### config.mk
export PLATFORM = sky130hd
export DESIGN_NAME = pipeline_run_ctl
export DESIGN_NICKNAME = d
export VERILOG_FILES = /design/src/rtl/run_ctl_pkg.sv /design/src/rtl/btn_debounce.sv /design/src/rtl/pipeline_run_ctl.sv
export SDC_FILE = /design/constraint.sdc
export NUM_CORES = 1
export LEC_CHECK = 0
export CORE_MARGIN = 1
export CORE_UTILIZATION = 55
export DETAILED_ROUTE_END_ITERATION = 6
export GPL_TIMING_DRIVEN = 0
export PLACE_DENSITY = 0.89
export SYNTH_ARGS = -nofsm -noshare
export SYNTH_HDL_FRONTEND = slang
export SYNTH_SLANG_ARGS = --single-unit
### constraint.sdc
create_clock -name i_clk -period 14.45 [get_ports i_clk]
set_input_delay 1.445 -clock i_clk [delete_from_list [all_inputs] [get_ports i_clk]]
set_output_delay 1.445 -clock i_clk [all_outputs]
set_load 0.02 [all_outputs]
### src/rtl/run_ctl_pkg.sv
// Shared encodings for the pipeline run-control unit.
package run_ctl_pkg;

   typedef enum logic [1:0] {
      ST_HALTED = 2'b00,
      ST_RUN    = 2'b01,
      ST_STEP   = 2'b10
   } run_state_t;

   typedef enum logic [1:0] {
      CMD_NOP  = 2'b00,
      CMD_RUN  = 2'b01,
      CMD_HALT = 2'b10,
      CMD_STEP = 2'b11
   } run_cmd_t;

   // Index width for n entries, never narrower than one bit.
   function automatic int unsigned clog2(input int unsigned n);
      int unsigned r;
      r = 0;
      for (int unsigned v = n - 1; v > 0; v = v >> 1) r++;
      return (r == 0) ? 1 : r;
   endfunction

endpackage

### src/rtl/btn_debounce.sv
// Run/halt button conditioning: 2-flop synchronizer, stability counter,
// one-cycle pulse on each debounced rising edge.
module btn_debounce #(
   parameter int unsigned DEB_W = 16
) (
   input  logic i_clk,
   input  logic i_rst,
   input  logic i_btn,
   output logic o_press
);

   logic             btn_meta;
   logic             btn_sync;
   logic             btn_sync_d;
   logic             level;
   logic [DEB_W-1:0] cnt;

   // Level is accepted only after the synchronized input holds for the full count.
   always_ff @(posedge i_clk or posedge i_rst) begin
      if (i_rst) begin
         btn_meta   <= 1'b0;
         btn_sync   <= 1'b0;
         btn_sync_d <= 1'b0;
         level      <= 1'b0;
         cnt        <= '0;
         o_press    <= 1'b0;
      end else begin
         btn_meta   <= i_btn;
         btn_sync   <= btn_meta;
         btn_sync_d <= btn_sync;
         o_press    <= 1'b0;
         if (btn_sync != btn_sync_d) begin
            cnt <= '0;
         end else if (cnt != {DEB_W{1'b1}}) begin
            cnt <= cnt + DEB_W'(1);
         end else if (btn_sync != level) begin
            level   <= btn_sync;
            o_press <= btn_sync;
         end
      end
   end

endmodule

### src/rtl/pipeline_run_ctl.sv
// Pipeline clock-enable generator: run/halt/step control, PC breakpoints,
// debounced button and enabled-cycle counter.
module pipeline_run_ctl
   import run_ctl_pkg::*;
#(
   parameter int unsigned PC_W   = 64,
   parameter int unsigned N_BP   = 4,
   parameter int unsigned STEP_W = 16,
   parameter int unsigned DEB_W  = 16
) (
   input  logic                       i_clk,
   input  logic                       i_rst,
   input  logic                       i_btn,
   input  logic                       i_cmd_valid,
   input  logic [1:0]                 i_cmd,
   input  logic [STEP_W-1:0]          i_step_cnt,
   input  logic                       i_bp_wr,
   input  logic [clog2(N_BP)-1:0]     i_bp_idx,
   input  logic [PC_W-1:0]            i_bp_addr,
   input  logic                       i_bp_en,
   input  logic [PC_W-1:0]            i_pc_f,
   output logic                       o_clk_en,
   output logic [1:0]                 o_state,
   output logic                       o_bp_hit,
   output logic [clog2(N_BP)-1:0]     o_bp_idx,
   output logic [PC_W-1:0]            o_halt_pc,
   output logic [63:0]                o_cycle_cnt
);

   localparam int unsigned IDX_W = clog2(N_BP);

   run_state_t        state_q;
   run_state_t        state_d;
   run_cmd_t          cmd_c;
   logic [STEP_W-1:0] step_q;
   logic [STEP_W-1:0] step_d;
   logic [PC_W-1:0]   bp_addr_q [N_BP];
   logic [N_BP-1:0]   bp_en_q;
   logic              press;
   logic              bp_match_c;
   logic [IDX_W-1:0]  bp_sel_c;
   logic              hit_clr_c;

   btn_debounce #(
      .DEB_W (DEB_W)
   ) u_deb (
      .i_clk   (i_clk),
      .i_rst   (i_rst),
      .i_btn   (i_btn),
      .o_press (press)
   );

   // Scan from the top down so the lowest matching channel wins.
   always_comb begin
      bp_match_c = 1'b0;
      bp_sel_c   = '0;
      for (int i = int'(N_BP) - 1; i >= 0; i--) begin
         if (bp_en_q[i] && (bp_addr_q[i] == i_pc_f)) begin
            bp_match_c = 1'b1;
            bp_sel_c   = IDX_W'(i);
         end
      end
   end

   // Next state: breakpoint beats command beats button; losers are dropped.
   always_comb begin
      state_d   = state_q;
      step_d    = step_q;
      hit_clr_c = 1'b0;
      cmd_c     = run_cmd_t'(i_cmd);
      if (state_q == ST_STEP) begin
         step_d = step_q - STEP_W'(1);
         if (step_q == STEP_W'(1)) state_d = ST_HALTED;
      end
      if (o_clk_en && bp_match_c) begin
         state_d = ST_HALTED;
      end else if (i_cmd_valid && (cmd_c != CMD_NOP)) begin
         case (cmd_c)
            CMD_RUN: begin
               state_d   = ST_RUN;
               hit_clr_c = 1'b1;
            end
            CMD_HALT: state_d = ST_HALTED;
            CMD_STEP: begin
               hit_clr_c = 1'b1;
               if (state_q == ST_HALTED) begin
                  state_d = ST_STEP;
                  step_d  = (i_step_cnt == '0) ? STEP_W'(1) : i_step_cnt;
               end
            end
            default: ;
         endcase
      end else if (press) begin
         if (state_q == ST_HALTED) begin
            state_d   = ST_RUN;
            hit_clr_c = 1'b1;
         end else begin
            state_d = ST_HALTED;
         end
      end
      if (state_d != ST_STEP) step_d = '0;
   end

   always_ff @(posedge i_clk or posedge i_rst) begin
      if (i_rst) begin
         state_q     <= ST_HALTED;
         step_q      <= '0;
         o_clk_en    <= 1'b0;
         o_bp_hit    <= 1'b0;
         o_bp_idx    <= '0;
         o_halt_pc   <= '0;
         o_cycle_cnt <= '0;
         bp_en_q     <= '0;
         for (int i = 0; i < int'(N_BP); i++) bp_addr_q[i] <= '0;
      end else begin
         state_q  <= state_d;
         step_q   <= step_d;
         o_clk_en <= (state_d != ST_HALTED);
         if (o_clk_en) o_cycle_cnt <= o_cycle_cnt + 64'd1;
         if (o_clk_en && bp_match_c) begin
            o_bp_hit  <= 1'b1;
            o_bp_idx  <= bp_sel_c;
            o_halt_pc <= i_pc_f;
         end else if (hit_clr_c) begin
            o_bp_hit <= 1'b0;
         end
         // Table writes land after any match already sampled this edge.
         if (i_bp_wr && (32'(i_bp_idx) < N_BP)) begin
            bp_addr_q[i_bp_idx] <= i_bp_addr;
            bp_en_q[i_bp_idx]   <= i_bp_en;
         end
      end
   end

   assign o_state = state_q;

endmodule
==> results summary <==
The overall die area came out at 37800 um2. Summed over all instances, the cell type with the most area after synthesis is sky130_fd_sc_hd__dfrtp_1. The mean number of vias per cell came out at 5.96. The final reports fail on DRC.

The number of flops mapped to enable cells by yosys is 0. Traced cell by cell, the critical path runs through clkdlybuf4s50_1 -> inv_1 -> a2111oi_0 -> nand4_1 -> nor4_1 -> o41ai_2 -> buf_6 -> buf_6 -> mux2_4. The final layout net count came out at 2077. After layout, the minimum clock period comes to 4330 ps. The highest fanout seen on the critical path is 10. The vertical die dimension came out at 194 um.

The number of slew-limit violations in the final report came out at 0. The synthesis-to-layout area growth came out at 22.1%. The net count after synthesis came out at 1788. The worst slew margin relative to its limit came out at 20.0%.

The number of top-level design ports came out at 288. The die is 194 um wide. The endpoint class of the critical path is a register. The starting density of the core is 55.7%. The routed layout has 14404 vias. The data required time of the worst path came out at 14880 ps.

The number of filler instances in the final layout came out at 2544. By instance count, the cell type seen most on the critical path is sky130_fd_sc_hd__buf_6. In this design, the largest share of critical-path delay is due to buffers and inverters.

The number of sinks on the clock net came out at 431. Ranked by total cell area, the synthesized netlist is headed by sky130_fd_sc_hd__dfrtp_1 (53%), sky130_fd_sc_hd__mux2_2 (16%), sky130_fd_sc_hd__xnor2_1 (7.2%). The primary flip-flop cell chosen by synthesis mapping is sky130_fd_sc_hd__dfrtp_1.

The maximum number of pins on one net before global-route repair is 117. The area of the mapped netlist came out at 20300 um2. The count of placed standard cells including taps came out at 2338.

Post-CTS repair changed the size of 0 cells. The final period utilization is 30.0%. On the final layout, the worst hold slack is 351 ps. The worst-case reg-to-reg path depth is 9. The critical path is of the in -> reg type. Of all flip-flops after synthesis, the portion carrying an async set or reset was 100%. The hold path depth came out at 0. The worst-case IR drop observed on VDD is 0.0000911 V. The synthesized-area fraction occupied by ao, oa, aoi and oai cells came out at 2.79%. The deepest clock path buffer count came out at 3. The run finished, with violations left. The maximum clock skew at final layout came out at 34.8 ps.

The floorplan has 70 rows. After clock tree synthesis, the flow added hold-fix buffers numbering 0. The insertion delay to the later sink of the worst-skew pair is 580 ps. The number of global-route vias before repair came out at 14871. The count of distinct cell types in the synthesized netlist is 51. CTS placed an instance of sky130_fd_sc_hd__clkbuf_16 at the clock tree root. The simple-gate share of the synthesized area came out at 9.36%. The share of Yosys cell area claimed by the top area cell type came out at 53.0%.

The share of the synthesized netlist area taken by xor and xnor gates is 13.0%. The count of buffers from port buffering is 238. The wire length of the first global-routing pass is 92.4 mm. The final number of hold-violating endpoints came to 0. The detailed-route wire length came out at 61.0 mm. Setup repair after global routing left no endpoint under its margin. The initial antenna violation count is 2. The sum of overflow across all layers after global routing is 0. The fraction of final layout cells sized beyond drive strength 1 is 21.4%. For this run, the number of Yosys warnings is 0.

For this run, the share of the core covered by cells in the final layout is 68.0%. The area of the core is 36500 um2. Data arrives at the worst endpoint at 4770 ps.

The power density of the placed cells is 129 nW/um2. After detailed routing, the average wire length per cell comes to 25.2 um. After synthesis, the share of cell area in mux cells is 18.6%.

After clock tree synthesis, the setup repair step added 0 buffers. The startpoint type of the worst setup path is an input port. The cell with the biggest individual delay on the critical path is sky130_fd_sc_hd__a2111oi_0.

The gate count of the mapped netlist came out at 1629. The total power consumption of the routed design came out at 3.20 mW. Clock-pin slew was measured on the worst setup and hold paths at 60 ps. The class of the tightest hold or removal check is reg -> reg.

The number of buffers created by CTS came out at 46. Setup violations remaining at the end of the flow were counted as 0. Across the run, the number of max-cap violations was 0. The critical path runs through a total of 9 cells. The largest stage delay on the critical path came out at 950 ps. The total of flip-flops plus latches after synthesis is 431. The antenna diode count came out at 0. In this run the mean area of a mapped cell was 12.5 um2. The detailed-placement wirelength estimate is 45.0 mm. The number of H-tree branching levels came out at 2. The number of design-rule violations left by the first detailed-router iteration is 1058. For this run, the register share of the synthesized area comes to 53.0%. The register cell area after layout came out at 10800 um2. The transition time at the pin with the least slew margin is 1200 ps. The count of buffer and inverter cells on the critical path came out at 4. Timing would allow up to 0.231 GHz.

The leakage power figure is 10.6 nW. Routability-driven placement finished with a final weighted congestion of 0.974. TritonCTS built the clock tree.

The detailed-routing iteration count for the pre-antenna-repair pass is 7. The multi-input gate area in the final layout came out at 8960 um2. The combinational family with the most area after synthesis is multiplexers. The synthesized-area fraction occupied by adder cells came out at 0.308%. The number of non-filler instances in the completed layout is 2416. Global routing used 32.7% of the available tracks across all layers. The number of nets with antenna violations after detailed routing is 0. The post-route DRC violation count came out at 7.
==> cells by family after synthesis <==
logic type,Yosys count
flip-flops,431
AND/OR/NAND/NOR,343
multiplexers,323
XOR/XNOR,302
buffers and inverters,145
AO/OA/AOI/OAI,80
adder cells (fa/ha/maj),5
==> final cells by class <==
class | count | share of cell area [%]
Buffer | 98 | 1.67
Tap cell | 468 | 2.36
Inverter | 47 | 0.740
Multi-Input combinational cell | 1053 | 36.1
Clock buffer | 66 | 5.38
Timing Repair Buffer | 241 | 9.92
Sequential cell | 431 | 43.4
Clock inverter | 12 | 0.428
==> synthesized netlist by cell type (3+ instances only) <==
library cell,n
sky130_fd_sc_hd__a21oi_1,7
sky130_fd_sc_hd__buf_6,5
sky130_fd_sc_hd__and3_1,8
sky130_fd_sc_hd__nand2b_1,14
sky130_fd_sc_hd__o2111ai_1,4
sky130_fd_sc_hd__nor3_2,3
sky130_fd_sc_hd__dfrtp_1,431
sky130_fd_sc_hd__or3_1,4
sky130_fd_sc_hd__nor2_1,39
sky130_fd_sc_hd__or2_2,3
sky130_fd_sc_hd__buf_2,7
sky130_fd_sc_hd__ha_1,5
sky130_fd_sc_hd__o2bb2ai_1,3
sky130_fd_sc_hd__nand2_1,57
sky130_fd_sc_hd__nand3_1,40
sky130_fd_sc_hd__o21ai_0,25
sky130_fd_sc_hd__nor2b_1,21
sky130_fd_sc_hd__and2_1,4
sky130_fd_sc_hd__o221ai_1,4
sky130_fd_sc_hd__inv_1,47
sky130_fd_sc_hd__and4_1,9
sky130_fd_sc_hd__o21a_1,6
sky130_fd_sc_hd__xnor2_1,167
sky130_fd_sc_hd__xor2_1,135
sky130_fd_sc_hd__mux2_4,40
sky130_fd_sc_hd__nor3b_1,19
sky130_fd_sc_hd__clkbuf_1,84
sky130_fd_sc_hd__a2111oi_0,6
sky130_fd_sc_hd__o22ai_1,10
sky130_fd_sc_hd__mux2_2,280
sky130_fd_sc_hd__nor3_1,20
sky130_fd_sc_hd__nand4_1,53
sky130_fd_sc_hd__nor4_1,42
sky130_fd_sc_hd__mux2i_1,3
==> registers in the layout, summed over array words and instances, names as in the netlist, 2 cells and up <==
register	count
bp_en_q	4
o_bp_idx	2
o_state	2
o_halt_pc	64
o_cycle_cnt	64
u_deb.cnt	16
bp_addr_q	256
step_q	16
==> metrics by stage <==
step	setup TNS, ps	cell area (um2)	setup WS [ps]
floorplan	0	20300	1000
global placement	-1514190	23300	-3580
detailed placement	0	23400	9630
CTS	0	24800	10210
global route	0	24800	9920
finish	0	24800	10120
==> layout by cell type (no fill, tap or decap), types with 6 or more instances in the layout <==
master,count
sky130_fd_sc_hd__inv_1,46
sky130_fd_sc_hd__xor2_1,135
sky130_fd_sc_hd__and4_1,9
sky130_fd_sc_hd__nand3_1,40
sky130_fd_sc_hd__clkbuf_8,11
sky130_fd_sc_hd__nor3_1,20
sky130_fd_sc_hd__xnor2_1,167
sky130_fd_sc_hd__clkbuf_16,46
sky130_fd_sc_hd__mux2_4,40
sky130_fd_sc_hd__and3_1,8
sky130_fd_sc_hd__clkbuf_1,93
sky130_fd_sc_hd__a21oi_1,7
sky130_fd_sc_hd__o21ai_0,25
sky130_fd_sc_hd__nor3b_1,19
sky130_fd_sc_hd__nor2_1,39
sky130_fd_sc_hd__a2111oi_0,6
sky130_fd_sc_hd__o21a_1,6
sky130_fd_sc_hd__dfrtp_1,431
sky130_fd_sc_hd__nand2_1,57
sky130_fd_sc_hd__clkinv_2,7
sky130_fd_sc_hd__nor4_1,42
sky130_fd_sc_hd__mux2_2,280
sky130_fd_sc_hd__buf_2,7
sky130_fd_sc_hd__nand2b_1,14
sky130_fd_sc_hd__clkdlybuf4s50_1,238
sky130_fd_sc_hd__nand4_1,53
sky130_fd_sc_hd__o22ai_1,10
sky130_fd_sc_hd__nor2b_1,21
==> worst paths after layout <==
path	startpoint	endpoint	slack, ps
min in group asynchronous	i_rst	step_q[6]	1380
max in group asynchronous	i_rst	o_halt_pc[3]	11070
worst max-delay path	i_pc_f[15]	o_halt_pc[3]	10120
worst min-delay path	u_deb.btn_meta	u_deb.btn_sync	350
worst max register to register	bp_addr_q[201]	o_halt_pc[3]	11330
worst min register to register	u_deb.btn_meta	u_deb.btn_sync	350
==> routing by layer <==
layer | GRT usage (%) | up-vias | share of wire, %
met5 | 0 | - | 0.043
met4 | 16.1 | 4 | 5.5
met3 | 6.37 | 175 | 7.1
met2 | 53.5 | 651 | 48
met1 | 42.0 | 7340 | 40
li1 | - | 6234 | -
==> where the power goes <==
group	internal, mW	switching (mW)
Clock	0.658	0.488
Sequential	1.36	0.122
Combinational	0.271	0.300
(Power assumes the default switching activity.)
